$ cat src/rtl/mux4_arb_pkg.sv
// mux4_arb_pkg: shared types and constants for the 4-way round-robin mux arbiter
package mux4_arb_pkg;
  localparam int NREQ = 4;
  localparam int IDX_W = 2;
  typedef enum logic [1:0] {IDLE, OWN, GAP} state_t;
  typedef logic [IDX_W-1:0] idx_t;
endpackage

$ cat src/rtl/mux4_rr_arbiter_if.sv
// mux4_rr_arbiter_if: request/data bundle and grant/select/status outputs of the arbiter
interface mux4_rr_arbiter_if #(parameter int DATA_W = 1);
  import mux4_arb_pkg::*;
  logic [NREQ-1:0] REQ;
  logic DONE;
  logic [DATA_W-1:0] A, B, C, D, Z;
  logic [NREQ-1:0] GNT;
  logic S0, S1, BUSY, TIMEOUT;
  modport master (output REQ, DONE, A, B, C, D, input GNT, S0, S1, Z, BUSY, TIMEOUT);
  modport slave (input REQ, DONE, A, B, C, D, output GNT, S0, S1, Z, BUSY, TIMEOUT);
endinterface

$ cat src/rtl/rr_pick4.sv
// rr_pick4: combinational round-robin pick, searching from ptr+1 upward with wraparound
module rr_pick4
  import mux4_arb_pkg::*;
(
  input  logic [NREQ-1:0] req,
  input  idx_t            ptr,
  output idx_t            idx,
  output logic            valid
);
  always_comb begin
    idx = ptr;
    valid = 1'b0;
    // walk from farthest to nearest so the nearest requester after ptr wins
    for (int i = NREQ; i >= 1; i--) begin
      if (req[idx_t'(ptr + idx_t'(i))]) begin
        idx = idx_t'(ptr + idx_t'(i));
        valid = 1'b1;
      end
    end
  end
endmodule

$ cat src/rtl/mux4_rr_arbiter.sv
// mux4_rr_arbiter: round-robin arbitrated 4:1 mux with IDLE/OWN/GAP grant FSM.
// Define MUX4_ARB_TIMEOUT_EN to build the MAX_HOLD hold counter and TIMEOUT pulse.
module mux4_rr_arbiter
  import mux4_arb_pkg::*;
#(
  parameter int DATA_W = 1,
  parameter int MAX_HOLD = 8
) (
  input logic CLK,
  input logic RST_N,
  mux4_rr_arbiter_if.slave bus
);
  if (MAX_HOLD < 1 || MAX_HOLD > 255) begin : g_bad_hold
    $error("MAX_HOLD must be within 1..255");
  end
  state_t state, state_n;
  logic [NREQ-1:0] gnt, gnt_n;
  idx_t sel, sel_n, ptr, ptr_n, win;
  logic win_v, rel, tmo, to, to_n;
  logic [DATA_W-1:0] z_mux;
  rr_pick4 u_pick (.req(bus.REQ), .ptr(ptr), .idx(win), .valid(win_v));
`ifdef MUX4_ARB_TIMEOUT_EN
  logic [7:0] hold;
  assign tmo = hold >= 8'(MAX_HOLD);
  always_ff @(posedge CLK or negedge RST_N) begin
    if (!RST_N) hold <= '0;
    else if (state == IDLE && win_v) hold <= 8'd1;
    else if (state == OWN && !tmo) hold <= hold + 8'd1;
  end
`else
  assign tmo = 1'b0;
`endif
  // DONE takes precedence over a simultaneous hold-limit revocation
  assign rel = bus.DONE || !bus.REQ[sel];
  always_comb begin
    state_n = state;
    gnt_n = gnt;
    sel_n = sel;
    ptr_n = ptr;
    to_n = 1'b0;
    unique case (state)
      IDLE: if (win_v) begin
        state_n = OWN;
        gnt_n = NREQ'(1) << win;
        sel_n = win;
        ptr_n = win;
      end
      OWN: if (rel || tmo) begin
        state_n = GAP;
        gnt_n = '0;
        to_n = !rel;
      end
      default: state_n = IDLE;
    endcase
  end
  always_ff @(posedge CLK or negedge RST_N) begin
    if (!RST_N) begin
      state <= IDLE;
      gnt <= '0;
      sel <= '0;
      ptr <= idx_t'(NREQ - 1);
      to <= 1'b0;
    end else begin
      state <= state_n;
      gnt <= gnt_n;
      sel <= sel_n;
      ptr <= ptr_n;
      to <= to_n;
    end
  end
  assign z_mux = sel == 2'd0 ? bus.A : sel == 2'd1 ? bus.B : sel == 2'd2 ? bus.C : bus.D;
  assign bus.GNT = gnt;
  assign bus.S0 = sel[1];
  assign bus.S1 = sel[0];
  assign bus.BUSY = state == OWN;
  assign bus.TIMEOUT = to;
  assign bus.Z = bus.BUSY ? z_mux : '0;
endmodule

$ cat src/flat_wrapper.sv
// flat-port wrapper written by rule: the top's interface ports become plain ports
module mux4_rr_arbiter_flat import mux4_arb_pkg::*;
#(
  parameter int DATA_W = 1,
  parameter int MAX_HOLD = 8
)
  (CLK, RST_N, bus_REQ, bus_DONE, bus_A, bus_B, bus_C, bus_D, bus_GNT, bus_S0, bus_S1, bus_Z, bus_BUSY, bus_TIMEOUT);
  mux4_rr_arbiter_if #(.DATA_W(DATA_W)) bus_i ();
  input logic CLK;
  input logic RST_N;
  input wire logic [$bits(bus_i.REQ)-1:0] bus_REQ;
  input wire logic [$bits(bus_i.DONE)-1:0] bus_DONE;
  input wire logic [$bits(bus_i.A)-1:0] bus_A;
  input wire logic [$bits(bus_i.B)-1:0] bus_B;
  input wire logic [$bits(bus_i.C)-1:0] bus_C;
  input wire logic [$bits(bus_i.D)-1:0] bus_D;
  output wire logic [$bits(bus_i.GNT)-1:0] bus_GNT;
  output wire logic [$bits(bus_i.S0)-1:0] bus_S0;
  output wire logic [$bits(bus_i.S1)-1:0] bus_S1;
  output wire logic [$bits(bus_i.Z)-1:0] bus_Z;
  output wire logic [$bits(bus_i.BUSY)-1:0] bus_BUSY;
  output wire logic [$bits(bus_i.TIMEOUT)-1:0] bus_TIMEOUT;
  assign bus_i.REQ = bus_REQ;
  assign bus_i.DONE = bus_DONE;
  assign bus_i.A = bus_A;
  assign bus_i.B = bus_B;
  assign bus_i.C = bus_C;
  assign bus_i.D = bus_D;
  assign bus_GNT = bus_i.GNT;
  assign bus_S0 = bus_i.S0;
  assign bus_S1 = bus_i.S1;
  assign bus_Z = bus_i.Z;
  assign bus_BUSY = bus_i.BUSY;
  assign bus_TIMEOUT = bus_i.TIMEOUT;
  mux4_rr_arbiter #(.DATA_W(DATA_W), .MAX_HOLD(MAX_HOLD)) u_core (.CLK(CLK), .RST_N(RST_N), .bus(bus_i));
endmodule
$ cat config.mk
export PLATFORM = sky130hd
export DESIGN_NAME = mux4_rr_arbiter_flat
export DESIGN_NICKNAME = d
export VERILOG_FILES = /design/src/rtl/mux4_arb_pkg.sv /design/src/rtl/mux4_rr_arbiter_if.sv /design/src/rtl/rr_pick4.sv /design/src/rtl/mux4_rr_arbiter.sv /design/src/flat_wrapper.sv
export SDC_FILE = /design/constraint.sdc
export NUM_CORES = 1
export LEC_CHECK = 0
export ABC_CLOCK_PERIOD_IN_PS = 3600
export CORE_MARGIN = 1.5
export CORE_UTILIZATION = 40
export CTS_BUF_LIST = sky130_fd_sc_hd__clkbuf_4 sky130_fd_sc_hd__clkbuf_8
export DETAILED_ROUTE_END_ITERATION = 16
export DONT_BUFFER_PORTS = 1
export GPL_TIMING_DRIVEN = 1
export PLACE_DENSITY = 0.66
export SETUP_SLACK_MARGIN = 0.1
export SYNTH_ARGS = -nofsm -noshare
export SYNTH_HDL_FRONTEND = slang
export SYNTH_SLANG_ARGS = --single-unit
$ cat constraint.sdc
create_clock -name CLK -period 3.6 [get_ports CLK]
set_input_delay 0.72 -clock CLK [delete_from_list [all_inputs] [get_ports CLK]]
set_output_delay 0.72 -clock CLK [all_outputs]
set_load 0.02 [all_outputs]
==> impl_metrics.yaml <==
outcome:
  status: "finished, final reports clean"
power_and_ir_drop:
  seq_power_share_pct: 43.4
  p_total_w: 0.000626
  power_density_nw_per_um2: 1010
  power_leakage_nw: 0.278
  p_comb_share_pct: 40.4
  p_sw_w: 0.000262
  clkPwrFrac_pct: 16.3
  ir_drop_v: 0.000419
  swShare_pct: 41.9
  p_int_w: 0.000364
placement:
  portBuffers: 0
  dp.cells: 62
  gp_congestion: 0.792
  dp_slack_ns: 1.49
  dpl.hpwl_microns: 829
clock_network:
  cts_tree: "yes"
  clk_pin_slew_ns: 0.07
  cts.repair.resized: 0
  cts_setup_buffers: 0
  numClockSinks: 10
  cts_hold_buf: 0
  cts_inserted_buffers: 3
  clk_latency_ns: 0.27
  cts_buffer_depth: 2
  ctsHtreeMaxLevel: 1
  root_buffer: "clkbuf_4"
drt:
  routed_wl_microns: 1070
  ant_nets: 0
  dr.pass1.iters: 4
  wl_per_cell_microns: 16.2
  drtIter0Drc: 5
  viasPerCell: 6.03
  via_count: 398
  drc: 0
grt:
  grt_usage_pct: 14.9
  grt_overflow_total: 0
  antenna_found_initial: 0
  grt_pass1_vias: 357
  grt_max_degree: 11
  grt_pass1_wl_microns: 1550
timing:
  hold_viol: 0
  clock_skew_ns: 0.00531
  max_freq_ghz: 0.439
  report.final.slew_viol_count: 0
  setup_slack_ns: 1.32
  setup_viol: 0
  setup_tns_ns: 0
  rsz0062_at_grt: "false"
  finalCriticalPeriod_ns: 2.28
  finalCritPeriodShare_pct: 63.3
worst_setup_path:
  endpoint: "bus_Z"
  worstPathMaxFanout: 4
  r2r-end: "u_core.bus.GNT[1]$_DFFE_PN0P_"
  critPathKind: "register to output port"
  critPathCaptureType: "output port"
  ff2ff_path_depth: 4
  rr_startpoint: "u_core.sel[1]$_DFFE_PN0P_"
  critPathLaunch: "u_core.sel[0]$_DFFE_PN0P_"
  r2r_slack_ns: 1.90
  critical_path_required_ns: 2.88
  cp_data_arrival_time_ns: 1.56
  cp-start-kind: "register"
floorplan:
  dieHeight_microns: 40.9
  coreArea_sq_um: 1320
  start_util_pct: 43.6
  ios: 20
  die_area_sq_um: 1670
  fp.dieW_microns: 40.9
  rows: 13
cells_and_area:
  antenna_cells: 0
  final_cell_mix: "8 x dfrtp_1, 3 x nor2_1, 3 x clkbuf_4"
  final_common_cell: "dfrtp_1"
  layout-drive-gt1-share_pct: 27.5
  final_nets: 63
  fin_cells: 66
  area_growth_pct: 7.41
synth:
  yosysWarnings: 0
  yosysUniqueCellTypes: 33
  yosys_register_bits: 10
  synth_area_per_cell_sq_um: 11.7
  synth_nets: 60
  synth_top_cell_by_area: "dfrtp_1"
  ys_seq_area_share_pct: 44.0
  mappedNetlistArea_sq_um: 574
  synthCells: 49
  yosysTopAreaCellShare_pct: 34.9
  synth.area.top_cells: "dfrtp_1 35%, dfstp_2 9.2%, mux4_1 4.6%"
min_path:
  hold_class: "input port to async pin"
job:
  drv_cap: 0
metal layers:
| metal | vias up | track usage [%] | part of all wire (%) |
|---|---|---|---|
| met5 | - | 0 | 0 |
| met4 | 0 | 12.5 | 0 |
| met3 | 0 | 2.72 | 6.8 |
| met2 | 14 | 21.1 | 51 |
| met1 | 196 | 19.3 | 42 |
| li1 | 188 | - | - |
cells by family (layout without fill, tap and decap cells):
logic type,Yosys count,in the layout,synth area share [%]
compound gates,17,17,27.7
other cells,1,1,0.653
flops,10,10,44.0
buf+inv,5,7,4.14
simple gates,12,12,11.5
mux,4,4,12.0
power groups by stage:
stage / clock (W) / sequential [W] / combinational [W]
global placement: 0 / 0.000272 / 0.000249
detailed placement: 0 / 0.000275 / 0.000252
global route: 0.000109 / 0.000282 / 0.000275
CTS: 0.000105 / 0.000273 / 0.000254
finish: 0.000102 / 0.000271 / 0.000253
floorplan: 0 / 0.000252 / 0.000235
Yosys cell counts:
cell type,n
o2bb2ai_1,1
and3b_1,1
or3_1,2
o21ai_0,1
a21oi_2,1
inv_1,2
dfstp_2,2
buf_4,1
conb_1,1
a21oi_1,2
a22oi_1,1
a21boi_0,1
nand2_1,1
a2bb2o_4,1
a211oi_4,1
inv_2,1
mux2i_1,2
o31ai_2,1
nand2b_1,1
buf_2,1
nor2_1,3
a21o_2,1
nand3_1,1
a21o_1,1
o31a_1,1
a211o_1,1
a22o_1,2
dfrtp_1,8
mux4_1,1
nor2_2,1
nor2b_1,2
o21a_1,1
mux4_2,1
worst min path at each step:
stage	from	endpoint	slack, ns
final	RST_N	u_core.sel[0]$_DFFE_PN0P_	0.14
after CTS	RST_N	u_core.sel[0]$_DFFE_PN0P_	0.13
after global routing	RST_N	u_core.sel[0]$_DFFE_PN0P_	0.13
after global placement	RST_N	u_core.sel[0]$_DFFE_PN0P_	0.42
after floorplan	RST_N	u_core.bus.GNT[0]$_DFFE_PN0P_	0.42
after detailed placement	RST_N	u_core.sel[0]$_DFFE_PN0P_	0.42
registers in the layout, indices dropped and copies added (netlist names):
| signal | flops |
|---|---|
| u_core.state | 2 |
| u_core.bus.GNT | 4 |
| u_core.ptr | 2 |
| u_core.sel | 2 |
layout make-up:
cell class / count / area [sq um]
inverters: 3 / 11.3
well taps: 15 / 18.8
flip-flops and latches: 10 / 253
clock buffers: 4 / 36.3
fillers: 112 / 701
multi-input cells: 34 / 298
worst max-delay path: stages (launching register included):
cell and delay, ns:
dfrtp_1 0.51, mux4_1 0.57, nor2b_1 0.21
metrics by stage:
stage / utilization [%] / hold slack (ns) / instance area (sq um)
finish: 46.8 / 0.139 / 617
global placement: 44.1 / 0.425 / 581
global route: 46.8 / 0.127 / 617
CTS: 46.8 / 0.134 / 617
detailed placement: 44.1 / 0.425 / 581
floorplan: - / 0.424 / 574
Note: power is estimated with default switching activity, not from simulation.
